<file path="config.mk">
export PLATFORM = sky130hd
export DESIGN_NAME = msk_tk3_sched_ctrl_flat
export DESIGN_NICKNAME = d
export VERILOG_FILES = /design/src/rtl/msk_tk3_sched_ctrl_if.sv /design/src/rtl/msk_tk3_sched_ctrl.sv /design/src/flat_wrapper.sv
export SDC_FILE = /design/constraint.sdc
export NUM_CORES = 1
export LEC_CHECK = 0
export BUFFER_PORTS_ARGS = -buffer_cell sky130_fd_sc_hd__buf_2
export CORE_MARGIN = 2
export CORE_UTILIZATION = 30
export CTS_CLUSTER_DIAMETER = 60
export DETAILED_ROUTE_END_ITERATION = 7
export PLACE_DENSITY_LB_ADDON = 0.15
export SLEW_MARGIN = 20
export SYNTH_ARGS = -nofsm -noshare
export SYNTH_HDL_FRONTEND = slang
export SYNTH_SLANG_ARGS = --single-unit
</file>
<file path="constraint.sdc">
create_clock -name clk -period 1.8 [get_ports clk]
set_clock_uncertainty 0.15 [all_clocks]
set_input_delay 0.54 -clock clk [delete_from_list [all_inputs] [get_ports clk]]
set_output_delay 0.54 -clock clk [all_outputs]
set_load 0.05 [all_outputs]
</file>
<file path="src/rtl/msk_tk3_sched_ctrl_if.sv">
// Share-word load bus into the TK3 schedule sequencer; one word moves per cycle with in_valid & in_ready.
interface msk_tk3_sched_ctrl_if;
  logic        in_valid;
  logic        in_ready;
  logic [31:0] in_data;

  modport master (output in_valid, output in_data, input in_ready);
  modport slave  (input in_valid, input in_data, output in_ready);
endinterface

</file>
<file path="src/rtl/msk_tk3_sched_ctrl.sv">
// Loads a d-share tweakey into a bit-interleaved masked buffer, then sequences ROUNDS key-schedule steps.
// INIT one cycle after the last word, rk_valid the cycle after; hold stalls RUN, in_ready only high in LOAD.
module msk_tk3_sched_ctrl #(
  parameter int d      = 2,
  parameter int ROUNDS = 56,
  parameter int RW     = 6
) (
  input  logic                 clk,
  input  logic                 rst,
  msk_tk3_sched_ctrl_if.slave  bus,
  input  logic                 hold,
  output logic [128*d-1:0]     K,
  output logic                 sel,
  output logic                 en,
  output logic                 rk_valid,
  output logic [RW-1:0]        rk_round,
  output logic                 done
);

  localparam int NW = 4 * d;
  localparam int CW = $clog2(NW);
  localparam int SW = CW - 2;

  typedef enum logic [1:0] {S_LOAD, S_INIT, S_RUN, S_DONE} state_t;

  state_t             r_state;
  logic [CW-1:0]      r_wcnt;
  logic [128*d-1:0]   r_k;
  logic [RW-1:0]      r_rk_round;
  logic               r_in_ready;
  logic               r_init;
  logic               r_rk_valid;
  logic               r_done;

  logic               w_wr;
  logic               w_last;
  logic [1:0]         w_word;
  logic [SW-1:0]      w_share;
  logic [128*d-1:0]   w_k_nxt;

  assign w_wr    = bus.in_valid & r_in_ready;
  assign w_last  = (r_rk_round == RW'(ROUNDS - 1));
  assign w_word  = r_wcnt[1:0];
  assign w_share = r_wcnt[CW-1:2];

  // Each incoming word touches only its own share's bits; other shares never mix in.
  for (genvar s = 0; s < d; s++) begin : g_share
    for (genvar j = 0; j < 128; j++) begin : g_bit
      assign w_k_nxt[j*d+s] = (w_wr && w_share == SW'(s) && w_word == 2'(j / 32))
                              ? bus.in_data[j % 32] : r_k[j*d+s];
    end
  end

  always_ff @(posedge clk) begin
    if (rst) begin
      r_state    <= S_LOAD;
      r_wcnt     <= '0;
      r_k        <= '0;
      r_rk_round <= '0;
      r_in_ready <= 1'b1;
      r_init     <= 1'b0;
      r_rk_valid <= 1'b0;
      r_done     <= 1'b0;
    end else begin
      r_k <= w_k_nxt;
      case (r_state)
        S_LOAD: begin
          if (w_wr) begin
            if (r_wcnt == CW'(NW - 1)) begin
              r_wcnt     <= '0;
              r_state    <= S_INIT;
              r_in_ready <= 1'b0;
              r_init     <= 1'b1;
            end else begin
              r_wcnt <= r_wcnt + CW'(1);
            end
          end
        end
        S_INIT: begin
          r_state    <= S_RUN;
          r_init     <= 1'b0;
          r_rk_valid <= 1'b1;
          r_rk_round <= '0;
        end
        S_RUN: begin
          if (!hold) begin
            if (w_last) begin
              r_state    <= S_DONE;
              r_rk_valid <= 1'b0;
              r_done     <= 1'b1;
            end else begin
              r_rk_round <= r_rk_round + RW'(1);
            end
          end
        end
        S_DONE: begin
          r_state    <= S_LOAD;
          r_done     <= 1'b0;
          r_k        <= '0;
          r_in_ready <= 1'b1;
        end
        default: r_state <= S_LOAD;
      endcase
    end
  end

  // en/sel in RUN follow hold in the same cycle so a stall freezes the stage immediately.
  assign en           = r_init | (r_rk_valid & ~hold & ~w_last);
  assign sel          = r_rk_valid;
  assign bus.in_ready = r_in_ready & ~rst;
  assign K            = r_k;
  assign rk_valid     = r_rk_valid;
  assign rk_round     = r_rk_round;
  assign done         = r_done;

endmodule

</file>
<file path="src/flat_wrapper.sv">
// flat-port wrapper written by rule: the top's interface ports become plain ports
module msk_tk3_sched_ctrl_flat 
#(
  parameter int d      = 2,
  parameter int ROUNDS = 56,
  parameter int RW     = 6
)
  (clk, rst, hold, K, sel, en, rk_valid, rk_round, done, bus_in_valid, bus_in_data, bus_in_ready);
  msk_tk3_sched_ctrl_if bus_i ();
  input  logic clk;
  input  logic rst;
  input  logic hold;
  output logic [128*d-1:0] K;
  output logic sel;
  output logic en;
  output logic rk_valid;
  output logic [RW-1:0] rk_round;
  output logic done;
  input wire logic [$bits(bus_i.in_valid)-1:0] bus_in_valid;
  input wire logic [$bits(bus_i.in_data)-1:0] bus_in_data;
  output wire logic [$bits(bus_i.in_ready)-1:0] bus_in_ready;
  assign bus_i.in_valid = bus_in_valid;
  assign bus_i.in_data = bus_in_data;
  assign bus_in_ready = bus_i.in_ready;
  msk_tk3_sched_ctrl #(.d(d), .ROUNDS(ROUNDS), .RW(RW)) u_core (.clk(clk), .rst(rst), .bus(bus_i), .hold(hold), .K(K), .sel(sel), .en(en), .rk_valid(rk_valid), .rk_round(rk_round), .done(done));
endmodule
</file>
Yosys cells after proc, flatten, opt, wreduce, memory -nomap -nowiden
Index checks and enable logic that the tools add are counted.
Word-level totals
  flip-flop bits (word level): 271
  output and inout port bits: 267
Cells by class
  add/subtract/negate cells: 2
  eq/ne operators: 13
  muxes and demuxes: 21
  bitwise logic cells: 9
  reductions and logical operators: 24
Operators by type and width (number)
  $reduce_and A3 Y1: 5
  $mux W6: 2
  $pmux W6 S2: 1
  $logic_and A1 B1 Y1: 10
  $eq A2 B2 Y1 const B: 4
  $mux W1: 8
  $mux W2: 4
  $pmux W1 S2: 4
  $pmux W2 S4: 1
  $reduce_bool A2 Y1: 4
  $add A6 B1 Y6 const B: 1
  $eq A6 B6 Y1 const B: 1
  $ne A2 B1 Y1 const B: 3
  $and A1 B1 Y1: 4
  $eq A2 B1 Y1 const B: 2
  $logic_not A2 Y1: 2
  $ne A2 B2 Y1 const B: 2
  $not A1 Y1: 4
  $reduce_and A4 Y1: 1
  $add A3 B1 Y3 const B: 1
  $eq A3 B3 Y1 const B: 1
  $mux W3: 1
  $reduce_and A2 Y1: 1
  $reduce_or A2 Y1: 1
  $or A1 B1 Y1: 1

Logic depth before layout (Yosys ltp)
Gate-level depths: netlist (run 1).
  depth in word-level cells: 4
  mapped depth: 8
  gate-level depth less buffers: 6

Worst setup path after synthesis (run 1)
OpenSTA, ideal clock, no wires.
  path type: register -> output
  from: register u_core.r_rk_round[0] (netlist: u_core.rk_round[0])
  to: output port en
  arrival: 1.609 ns
  required time: 1.110 ns
  slack: -0.499 ns
  cell stages (with the launch flop): 4
  path buffers: 0
  path through: dfxtp_1 > ha_1 > nand4_1 > a31o_2
On the way
  cells in the longest elaborated chain, start to end: 4
RTL lines
  from (decl): line msk_tk3_sched_ctrl.sv:29  | logic [RW-1:0] r_rk_round;
  from (signal assigned): line msk_tk3_sched_ctrl.sv:92  | r_rk_round <= r_rk_round + RW'(1);
  $eq A6 B6 Y1: line msk_tk3_sched_ctrl.sv:42  | assign w_last = (r_rk_round == RW'(ROUNDS - 1));
  $not A1 Y1: line msk_tk3_sched_ctrl.sv:108  | assign en = r_init | (r_rk_valid & ~hold & ~w_last);
  $and A1 B1 Y1: line msk_tk3_sched_ctrl.sv:108
  $or A1 B1 Y1: line msk_tk3_sched_ctrl.sv:108
  to (decl): line flat_wrapper.sv:15  | output logic en;
No other way between the ends.

Worst setup path in the final report (run 1)
Same ends and word-level chain as after synthesis.

==> results.py, run 1 <==
metrics = {
    "floorplanning": {
        "dieArea_um2": 36000,
        "io_pins": 303,
        "die_w_um": 190,
        "initial_core_util": 0.307,
        "fp-row-count": 67,
        "die_y_um": 190,
        "core_region_area_um2": 33700,
    },
    "setup_path": {
        "path_delay_family": "flip-flops",
        "cp_cell_sequence": "ha_4, nand4_1, a31o_4, buf_6",
        "reg2reg_from": "u_core.r_wcnt[1]",
        "worst-path-buf-inv": 1,
        "r2r-end": "u_core.K[213]",
        "arrival_ns": 1.54,
        "critical_path_required_ns": 1.11,
        "cp_max_fo": 2,
        "critPathKind": "flip-flop to output port",
        "critical_path.endpoint_type": "output port",
        "r2r_cells": 7,
        "worst_path_max_delay_cell": "dfxtp_4",
        "cpPeakStageDelay_ns": 0.36,
        "regToRegSetupSlack_ns": 0.11,
        "worstSetupStartpointType": "flip-flop",
    },
    "placement": {
        "gp_congestion": 0.774,
        "place_hpwl_um": 24600,
        "dp.cells": 1955,
        "portBuffers": 302,
    },
    "outcome": {
        "outcome": "finished, violations left",
        "failed_checks": "setup timing",
    },
    "routing": {
        "wl_um": 36700,
        "avgRoutedWirePerCell_um": 18.1,
        "antenna_left": 0,
        "num_vias": 9437,
        "initialDrtViolationCount": 532,
        "dr.pass1.iters": 4,
        "drc_errors": 0,
        "vias_per_cell": 4.66,
    },
    "logic_synthesis": {
        "syn_area_um2": 10300,
        "synth_flop_cell": "dfxtp_1",
        "synth_adder_area_share": 0.0133,
        "ys_top_cells_by_area": "dfxtp_1, nand2_1, a21oi_1, a21oi_2, buf_2",
        "netlist_instances": 1258,
        "synthMuxAreaShare": 0.00194,
        "ys_top_cells_by_count": "nand2_1, dfxtp_1, a21oi_1",
        "synth_edf_count": 0,
        "synth-xor-area-share": 0.000847,
        "synth_top_family_by_area": "simple AND/OR/NAND/NOR gates",
        "synth.most_common_cell": "nand2_1",
        "ys_warn_count": 0,
        "avgSynthCellArea_um2": 8.22,
        "synth_top_area_share": 0.525,
        "synthArstFlopShare": 0,
        "yosysTopAreaCell": "dfxtp_1",
        "synth_cell_types": 46,
        "ys_seq_elements": 271,
        "syn-num-nets": 1305,
        "synth_simple_gate_area_frac": 0.233,
        "synth-seq-area-share": 0.525,
        "synth_compound_area_frac": 0.156,
    },
    "clock_network": {
        "root_buffer": "clkbuf_16",
        "htreeDepth": 2,
        "clk_path_buf_depth": 3,
        "clock-sinks": 271,
        "hold_buffers": 0,
        "cts_buffers": 34,
        "clk_pin_slew_worst_paths_ns": 0.06,
        "cts_tree": "built",
        "insertion_delay_ns": 0.50,
    },
    "timing": {
        "hold_viol": 0,
        "maxSlewViolCount": 0,
        "fin_crit_ns": 2.23,
        "tightest_slew_ns": 0.395,
        "setup_violations": 3,
        "max_slew_margin": 0.737,
        "min_period_over_period": 1.24,
        "fmax_ghz": 0.448,
        "finalWorstSetupSlack_ns": -0.434,
        "rsz0062_at_grt": "yes",
    },
    "cells_and_area": {
        "diodes": 0,
        "final_nets": 1599,
        "final_util": 0.431,
        "fin_cells": 2023,
        "fillerInstances": 3440,
        "layout-drive-gt1-share": 0.345,
        "area_growth_pct": 40.7,
    },
    "min_path": {
        "hp-start": "bus_in_data[31]",
        "min_path_cells": 3,
        "min_path_type": "input port to flip-flop",
        "hold_end": "u_core.K[191]",
    },
    "power_and_ir_drop": {
        "ir_drop_mv": 0.608,
        "p_per_area_nw_per_um2": 1070,
        "power.leakage_nw": 5.66,
    },
    "global_routing": {
        "grt_max_degree": 56,
        "grt_pass1_vias": 8870,
        "overflow": 0,
        "grt_pass1_wl_um": 55200,
        "grtUsageTotal": 0.199,
        "antenna_found_initial": 1,
    },
    "run": {
        "maxCapViolCount": 0,
    },
}
==> worst min-delay path: stages <==
cell	delay [ns]
buf_2	0.16
nand2_1	0.07
a21oi_1	0.05
==> layout make-up <==
class | instances | area [um2] | area share
tap | 448 | 561 | 0.0386
timing repair buffer | 372 | 3130 | 0.216
inverter | 7 | 26.3 | 0.00181
sequential | 271 | 5460 | 0.375
clock inverter | 8 | 80.1 | 0.00551
multi-input combinational | 866 | 4280 | 0.294
clock buffer | 51 | 998 | 0.0687
==> cells by family (layout without fill, tap and decap cells) <==
family / after synthesis / in the layout
mux: 2 / 2
fa+ha+maj: 11 / 11
flops: 271 / 271
compound gates: 283 / 283
xor+xnor: 1 / 1
buf+inv: 122 / 438
simple gates: 568 / 569
==> state kept, by name, indices dropped and copies added, names as in the netlist <==
register and flops:
u_core.K 256, u_core.done 1, u_core.r_in_ready 1, u_core.r_init 1
u_core.r_state 2, u_core.r_wcnt 3, u_core.rk_round 6, u_core.rk_valid 1
==> stage by stage <==
step,worst slack (ns),area (um2),setup TNS (ns),hold slack [ns],power (mW)
6_report,-0.434,14500,-0.559,0.225,15.5
4_1_cts,-0.453,14300,-0.719,0.197,15.7
5_1_grt,-0.504,14500,-0.781,0.217,16.2
3_5_place_dp,-0.0452,12400,-2.52,0.294,8.89
3_3_place_gp,-0.0191,12400,-0.991,0.289,8.87
2_1_floorplan,-0.129,10400,-0.129,0.318,8.19
==> cell usage in the layout, fill, tap and decap left out, types with 3 or more instances in the layout <==
cell type  count
nand2_1      482
dfxtp_1      254
buf_4        234
a21oi_1      225
buf_6         49
nand2_2       41
a21oi_2       40
clkbuf_16     37
buf_2         37
clkbuf_4      30
buf_12        17
clkbuf_1      12
dfxtp_2       12
nor2_4         8
ha_1           8
inv_1          7
nand4_1        5
nor2_1         5
buf_8          5
dfxtp_4        5
nand3_4        4
nand3_1        4
nor3_1         4
o21ai_0        3
o211ai_1       3
clkinv_2       3
==> per-layer routing <==
layer | vias to the layer above | routed length (um) | track usage
li1 | 4655 | - | -
met1 | 4456 | 16600 | 0.276
met2 | 284 | 16800 | 0.313
met3 | 40 | 2670 | 0.0489
met4 | 2 | 598 | 0.0462
met5 | - | 11 | 0
==> where the power goes <==
part | leakage [nW] | internal, mW | total [mW] | switching (mW)
clock network | 0.528 | 3.99 | 6.58 | 2.59
logic | 2.93 | 0.803 | 2.58 | 1.78
registers | 2.20 | 6.22 | 6.39 | 0.171
total | 5.66 | 11.0 | 15.5 | 4.54
==> how the worst max path moves through the flow <==
stage	startpoint	depth (start not counted)	endpoint	slack [ns]
floorplan	u_core.rk_round[2]	3	en	-0.13
global placement	rst	4	u_core.K[16]	-0.02
detailed placement	rst	4	u_core.K[37]	-0.05
CTS	u_core.rk_round[0]	4	en	-0.45
global route	u_core.rk_round[2]	4	en	-0.50
finish	u_core.rk_round[0]	4	en	-0.43
==> what timing repair did <==
| action | in CTS | in global routing |
|---|---|---|
| pin swaps | 2 | 0 |
| setup buffers | 5 | 3 |
| cloned | 1 | 0 |
| resized for setup | 265 | 85 |
| setup endpoints to repair | 233 | 109 |
No activity file was read; power rests on OpenSTA's default activity.
==> inputs of run 2 (changes only) <==
--- a/config.mk
+++ b/config.mk
@@ -6,7 +6,7 @@
 export NUM_CORES = 1
 export LEC_CHECK = 0
 export BUFFER_PORTS_ARGS = -buffer_cell sky130_fd_sc_hd__buf_2
-export CORE_MARGIN = 2
+export CORE_MARGIN = 1
 export CORE_UTILIZATION = 30
 export CTS_CLUSTER_DIAMETER = 60
 export DETAILED_ROUTE_END_ITERATION = 7
==> run 2 against run 1 <==
Compared with the run above:
- the run still ends with setup timing left
- maximum frequency decreased by 0.73%
- critical path depth did not move
- sequential cell count unchanged
- hold slack got worse by 0.060 ns
- sequential share of layout area shrank 0.98 points
- global-route usage is essentially flat
- non-clock buffer count fell by 3
- wire length is 1.7% higher
- core utilization rose by 3.1 points
- register-to-register slack lost 0.04 ns
- via count down 0.51%
- largest cell class unchanged
==> results.py, run 2 (synthesis results as in run 1) <==
metrics = {
    "power_and_ir_drop": {
        "power_mw": 15.0,
        "p_per_area_nw_per_um2": 965,
        "p_comb_frac": 0.180,
        "ir_drop_mv": 0.656,
        "switchingPower_mw": 4.42,
        "internal_power_mw": 10.6,
        "power.leakage_nw": 5.89,
        "swShare": 0.294,
        "seq_power_share": 0.428,
        "clkPwrFrac": 0.393,
    },
    "routing": {
        "avgRoutedWirePerCell_um": 18.5,
        "initialDrtViolationCount": 595,
        "drc_errors": 0,
        "antenna_left": 0,
        "dr.pass1.iters": 5,
        "wl_um": 37300,
        "num_vias": 9389,
        "vias_per_cell": 4.66,
    },
    "outcome": {
        "outcome": "finished, violations left",
        "failed_checks": "setup timing",
    },
    "setup_path": {
        "worst-path-buf-inv": 1,
        "critPathKind": "flip-flop to output port",
        "worstSetupStartpointType": "flip-flop",
        "arrival_ns": 1.56,
        "path_delay_family": "flip-flops",
        "cp_max_fo": 2,
        "worst_path_max_delay_cell": "dfxtp_4",
        "cp_cell_sequence": "nor2b_4, nand4_1, a31o_4, buf_8",
        "regToRegSetupSlack_ns": 0.07,
        "critical_path.endpoint_type": "output port",
        "r2r_cells": 6,
        "cpPeakStageDelay_ns": 0.34,
        "r2r-end": "u_core.K[132]",
        "critical_path_required_ns": 1.11,
        "reg2reg_from": "u_core.r_state[0]",
    },
    "floorplanning": {
        "initial_core_util": 0.307,
        "dieArea_um2": 35200,
        "fp-row-count": 67,
        "core_region_area_um2": 33700,
        "die_w_um": 188,
        "io_pins": 303,
        "die_y_um": 188,
    },
    "cells_and_area": {
        "final_cell_mix": "nand2_1, buf_6, a21oi_1",
        "final_nets": 1592,
        "diodes": 0,
        "area_growth_pct": 50.9,
        "layout-drive-gt1-share": 0.459,
        "fillerInstances": 3286,
        "mostFrequentLayoutCell": "nand2_1",
        "largest_reg_flops": 256,
        "fin_cells": 2013,
        "final_util": 0.463,
    },
    "global_routing": {
        "grt_max_degree": 77,
        "grt_pass1_wl_um": 54600,
        "grt_pass1_vias": 8907,
        "grtUsageTotal": 0.199,
        "overflow": 0,
        "antenna_found_initial": 0,
    },
    "clock_network": {
        "clk_pin_slew_worst_paths_ns": 0.06,
        "clk_path_buf_depth": 3,
        "cts_tree": "built",
        "clock-sinks": 271,
        "root_buffer": "clkbuf_16",
        "insertion_delay_ns": 0.54,
        "htreeDepth": 1,
        "hold_buffers": 0,
        "cts_buffers": 30,
    },
    "timing": {
        "max_slew_margin": 0.766,
        "maxSlewViolCount": 0,
        "setup_violations": 8,
        "hold_viol": 0,
        "tightest_slew_ns": 0.351,
        "fin_crit_ns": 2.25,
        "rsz0062_at_grt": "yes",
        "hold-worst-slack_ns": 0.165,
        "min_period_over_period": 1.25,
        "finalWorstSetupSlack_ns": -0.450,
        "fmax_ghz": 0.444,
    },
    "placement": {
        "place_hpwl_um": 24200,
        "place_ws_ns": -0.0344,
        "dp.cells": 1948,
        "portBuffers": 302,
        "gp_congestion": 0.772,
    },
    "min_path": {
        "hp-start": "bus_in_data[31]",
        "min_path_type": "input port to flip-flop",
        "min_path_cells": 3,
        "hold_end": "u_core.K[126]",
    },
    "run": {
        "maxCapViolCount": 0,
    },
}
-- run 2: changes by cell type in the layout (fill, tap and decap cells not counted), sizes merged --
cell	delta
clkinvlp	+1
buf	+25
clkbuf	-30
bufinv	-1
inv	-2
clkinv	-3
-- run 2: repair_timing --
action,CTS,global route
setup endpoints to repair,267,387
setup buffers,5,5
gates resized for setup,540,222
gates cloned,0,3
pin swaps,3,6
-- run 2: worst max path at each step --
stage,cells past startpoint,to,start
floorplan,3,en,u_core.rk_round[2]
global placement,4,en,hold
detailed placement,6,u_core.K[64],bus_in_valid
CTS,4,en,u_core.rk_round[1]
global route,4,en,u_core.rk_round[2]
finish,4,en,u_core.rk_round[2]
-- run 2: area by class of cell --
class	instances	area, um2	area share
Clock buffer	49	923	0.0592
Multi-Input combinational cell	866	4270	0.274
Inverter	7	26.3	0.00168
Tap cell	448	561	0.0359
Clock inverter	3	21.3	0.00136
Timing Repair Buffer	369	4100	0.263
Sequential cell	271	5700	0.366
-- run 2: metrics by stage --
step | setup TNS [ns] | cell area, um2
detailed placement | -0.170 | 12500
global route | -1.29 | 15600
global placement | -0.00260 | 12500
CTS | -1.06 | 15000
floorplan | -0.129 | 10400
finish | -0.878 | 15600
-- run 2: tightest hold or removal path, delay by kind of cell --
| kind | cells | cell delay, ns |
|---|---|---|
| AO/OA/AOI/OAI | 1 | 0.05 |
| buffers and inverters | 1 | 0.16 |
| AND/OR/NAND/NOR | 1 | 0.07 |
-- run 2: per-layer routing --
layer,vias up,global-route usage,wire length (um)
met5,-,0,0
met4,0,0.0444,573
met3,34,0.0485,2540
met2,279,0.319,17400
met1,4458,0.268,16800
li1,4618,-,-
-- run 2: power groups by stage --
stage	combinational [mW]	sequential [mW]	clock, mW
detailed placement	2.40	6.49	0
global placement	2.38	6.48	0
finish	2.71	6.43	5.91
floorplan	1.06	7.14	0
global route	2.87	6.46	6.35
CTS	2.63	6.41	6.05
==> inputs of run 3 (changes only) <==
==> constraint.sdc (replaced) <==
create_clock -name clk -period 2.2 [get_ports clk]
set_clock_uncertainty 0.15 [all_clocks]
set_input_delay 0.66 -clock clk [delete_from_list [all_inputs] [get_ports clk]]
set_output_delay 0.66 -clock clk [all_outputs]
set_load 0.05 [all_outputs]
==> run 3 against run 2 <==
Compared with the run above:
- the run still ends with setup timing left
- clock power decreased by 16%
- first-iteration DRC count fell by 11%
- sequential power fell by 19%
- via count fell by 1.6%
- cell count down 0.89%
- power is 20% lower
- hold slack better by 0.11 ns
- critical endpoint unchanged
- largest cell class unchanged
==> results.py, run 3 (synthesis results as in run 1) <==
metrics = {
    "clock_network": {
        "root_buffer": "clkbuf_16",
        "clk_pin_slew_worst_paths_ns": 0.06,
        "hold_buffers": 0,
        "cts_buffers": 31,
        "insertion_delay_ns": 0.55,
        "htreeDepth": 1,
        "clk_path_buf_depth": 3,
        "clock-sinks": 271,
        "cts_tree": "built",
    },
    "setup_path": {
        "critical_path_required_ns": 1.39,
        "critical_path.endpoint_type": "output port",
        "arrival_ns": 1.62,
        "worstSetupStartpointType": "flip-flop",
        "critPathKind": "flip-flop to output port",
        "cp_max_fo": 2,
    },
    "cells_and_area": {
        "final_cell_mix": "nand2_1, buf_2, dfxtp_1",
        "fillerInstances": 3522,
        "final_util": 0.395,
        "fin_cells": 1995,
        "mostFrequentLayoutCell": "nand2_1",
        "diodes": 0,
        "layout-drive-gt1-share": 0.326,
        "area_growth_pct": 28.6,
        "final_nets": 1574,
        "largest_reg_flops": 256,
    },
    "routing": {
        "avgRoutedWirePerCell_um": 17.5,
        "antenna_left": 0,
        "vias_per_cell": 4.63,
        "dr.pass1.iters": 4,
        "num_vias": 9240,
        "wl_um": 35000,
        "drc_errors": 0,
        "initialDrtViolationCount": 531,
    },
    "placement": {
        "dp.cells": 1938,
        "place_ws_ns": 0.106,
        "gp_congestion": 0.782,
        "portBuffers": 302,
        "place_hpwl_um": 23700,
    },
    "global_routing": {
        "grt_pass1_wl_um": 53100,
        "grt_use_met2": 0.309,
        "grt_max_degree": 139,
        "use_met1": 0.257,
        "antenna_found_initial": 0,
        "grt_pass1_vias": 8712,
        "top_usage_layer": "met2",
        "overflow": 0,
        "grtUsageMet3": 0.0494,
        "grtUsageTotal": 0.193,
    },
    "timing": {
        "setup_violations": 1,
        "max_slew_margin": 0.513,
        "maxSlewViolCount": 0,
        "min_period_over_period": 1.10,
        "fmax_ghz": 0.412,
        "hold_viol": 0,
        "rsz0062_at_grt": "yes",
        "finalWorstSetupSlack_ns": -0.226,
        "tightest_slew_ns": 0.730,
        "fin_crit_ns": 2.43,
    },
    "floorplanning": {
        "fp-row-count": 67,
        "initial_core_util": 0.307,
        "die_w_um": 188,
        "dieArea_um2": 35200,
        "core_region_area_um2": 33700,
        "die_y_um": 188,
        "io_pins": 303,
    },
    "outcome": {
        "failed_checks": "setup timing",
        "outcome": "finished, violations left",
    },
    "power_and_ir_drop": {
        "p_per_area_nw_per_um2": 910,
        "power_mw": 12.1,
        "power.leakage_nw": 5.46,
        "ir_drop_mv": 0.532,
    },
    "min_path": {
        "min_path_type": "input port to flip-flop",
    },
    "run": {
        "maxCapViolCount": 0,
    },
}
run 3: changes by cell type in the layout (fill, tap and decap cells not counted), sizes merged:
cell / change
bufinv: +1
inv: +1
clkinv: +2
clkbuf: -4
or2: -1
buf: -17
run 3: layer usage:
| metal | wire length (um) | up-vias |
|---|---|---|
| li1 | - | 4580 |
| met1 | 16000 | 4336 |
| met2 | 15800 | 281 |
| met3 | 2410 | 43 |
| met4 | 735 | 0 |
| met5 | 0 | - |
run 3: power breakdown:
part           leakage [nW]  switching, mW  total [mW]  internal (mW)
clock                 0.483           2.04        4.99           2.95
combinational          2.79           1.43        1.91          0.475
sequential             2.19          0.110        5.20           5.09
total                  5.46           3.58        12.1           8.52
run 3: critical path: stages (launching register included):
cell,delay (ns)
dfxtp_4,0.34
nor2b_4,0.13
nand4_1,0.16
a31o_2,0.28
buf_8,0.15
run 3: metrics by stage:
stage          hold WS, ns  instance area, um2  TNS (ns)
2_1_floorplan        0.318               10300         0
3_3_place_gp         0.287               12200         0
3_5_place_dp         0.294               12200         0
4_1_cts              0.255               13300    -0.255
5_1_grt              0.279               13300    -0.291
6_report             0.279               13300    -0.226
run 3: timing repair:
action | 4_1_cts | 5_1_grt
pin swaps | 3 | 0
setup buffers | 4 | 0
hold endpoints to repair | 0 | 0
gates resized for setup | 10 | 2
setup endpoints to repair | 2 | 3
run 3: worst paths after layout:
path	start	end	slack (ns)	cells past startpoint
worst max-delay path	u_core.rk_round[2]	en	-0.23	4
worst min-delay path	bus_in_data[31]	u_core.K[254]	0.28	3
worst max register to register	u_core.r_state[0]	u_core.rk_round[5]	0.35	6
worst min register to register	u_core.K[100]	u_core.K[100]	0.30	2
run 3: area by class of cell:
type / count / area, um2 / area share
Sequential cell: 271 / 5440 / 0.409
Multi-Input combinational cell: 865 / 4230 / 0.318
Timing Repair Buffer: 351 / 2060 / 0.155
Clock buffer: 46 / 912 / 0.0686
Tap cell: 448 / 561 / 0.0422
Clock inverter: 7 / 73.8 / 0.00555
Inverter: 7 / 26.3 / 0.00198
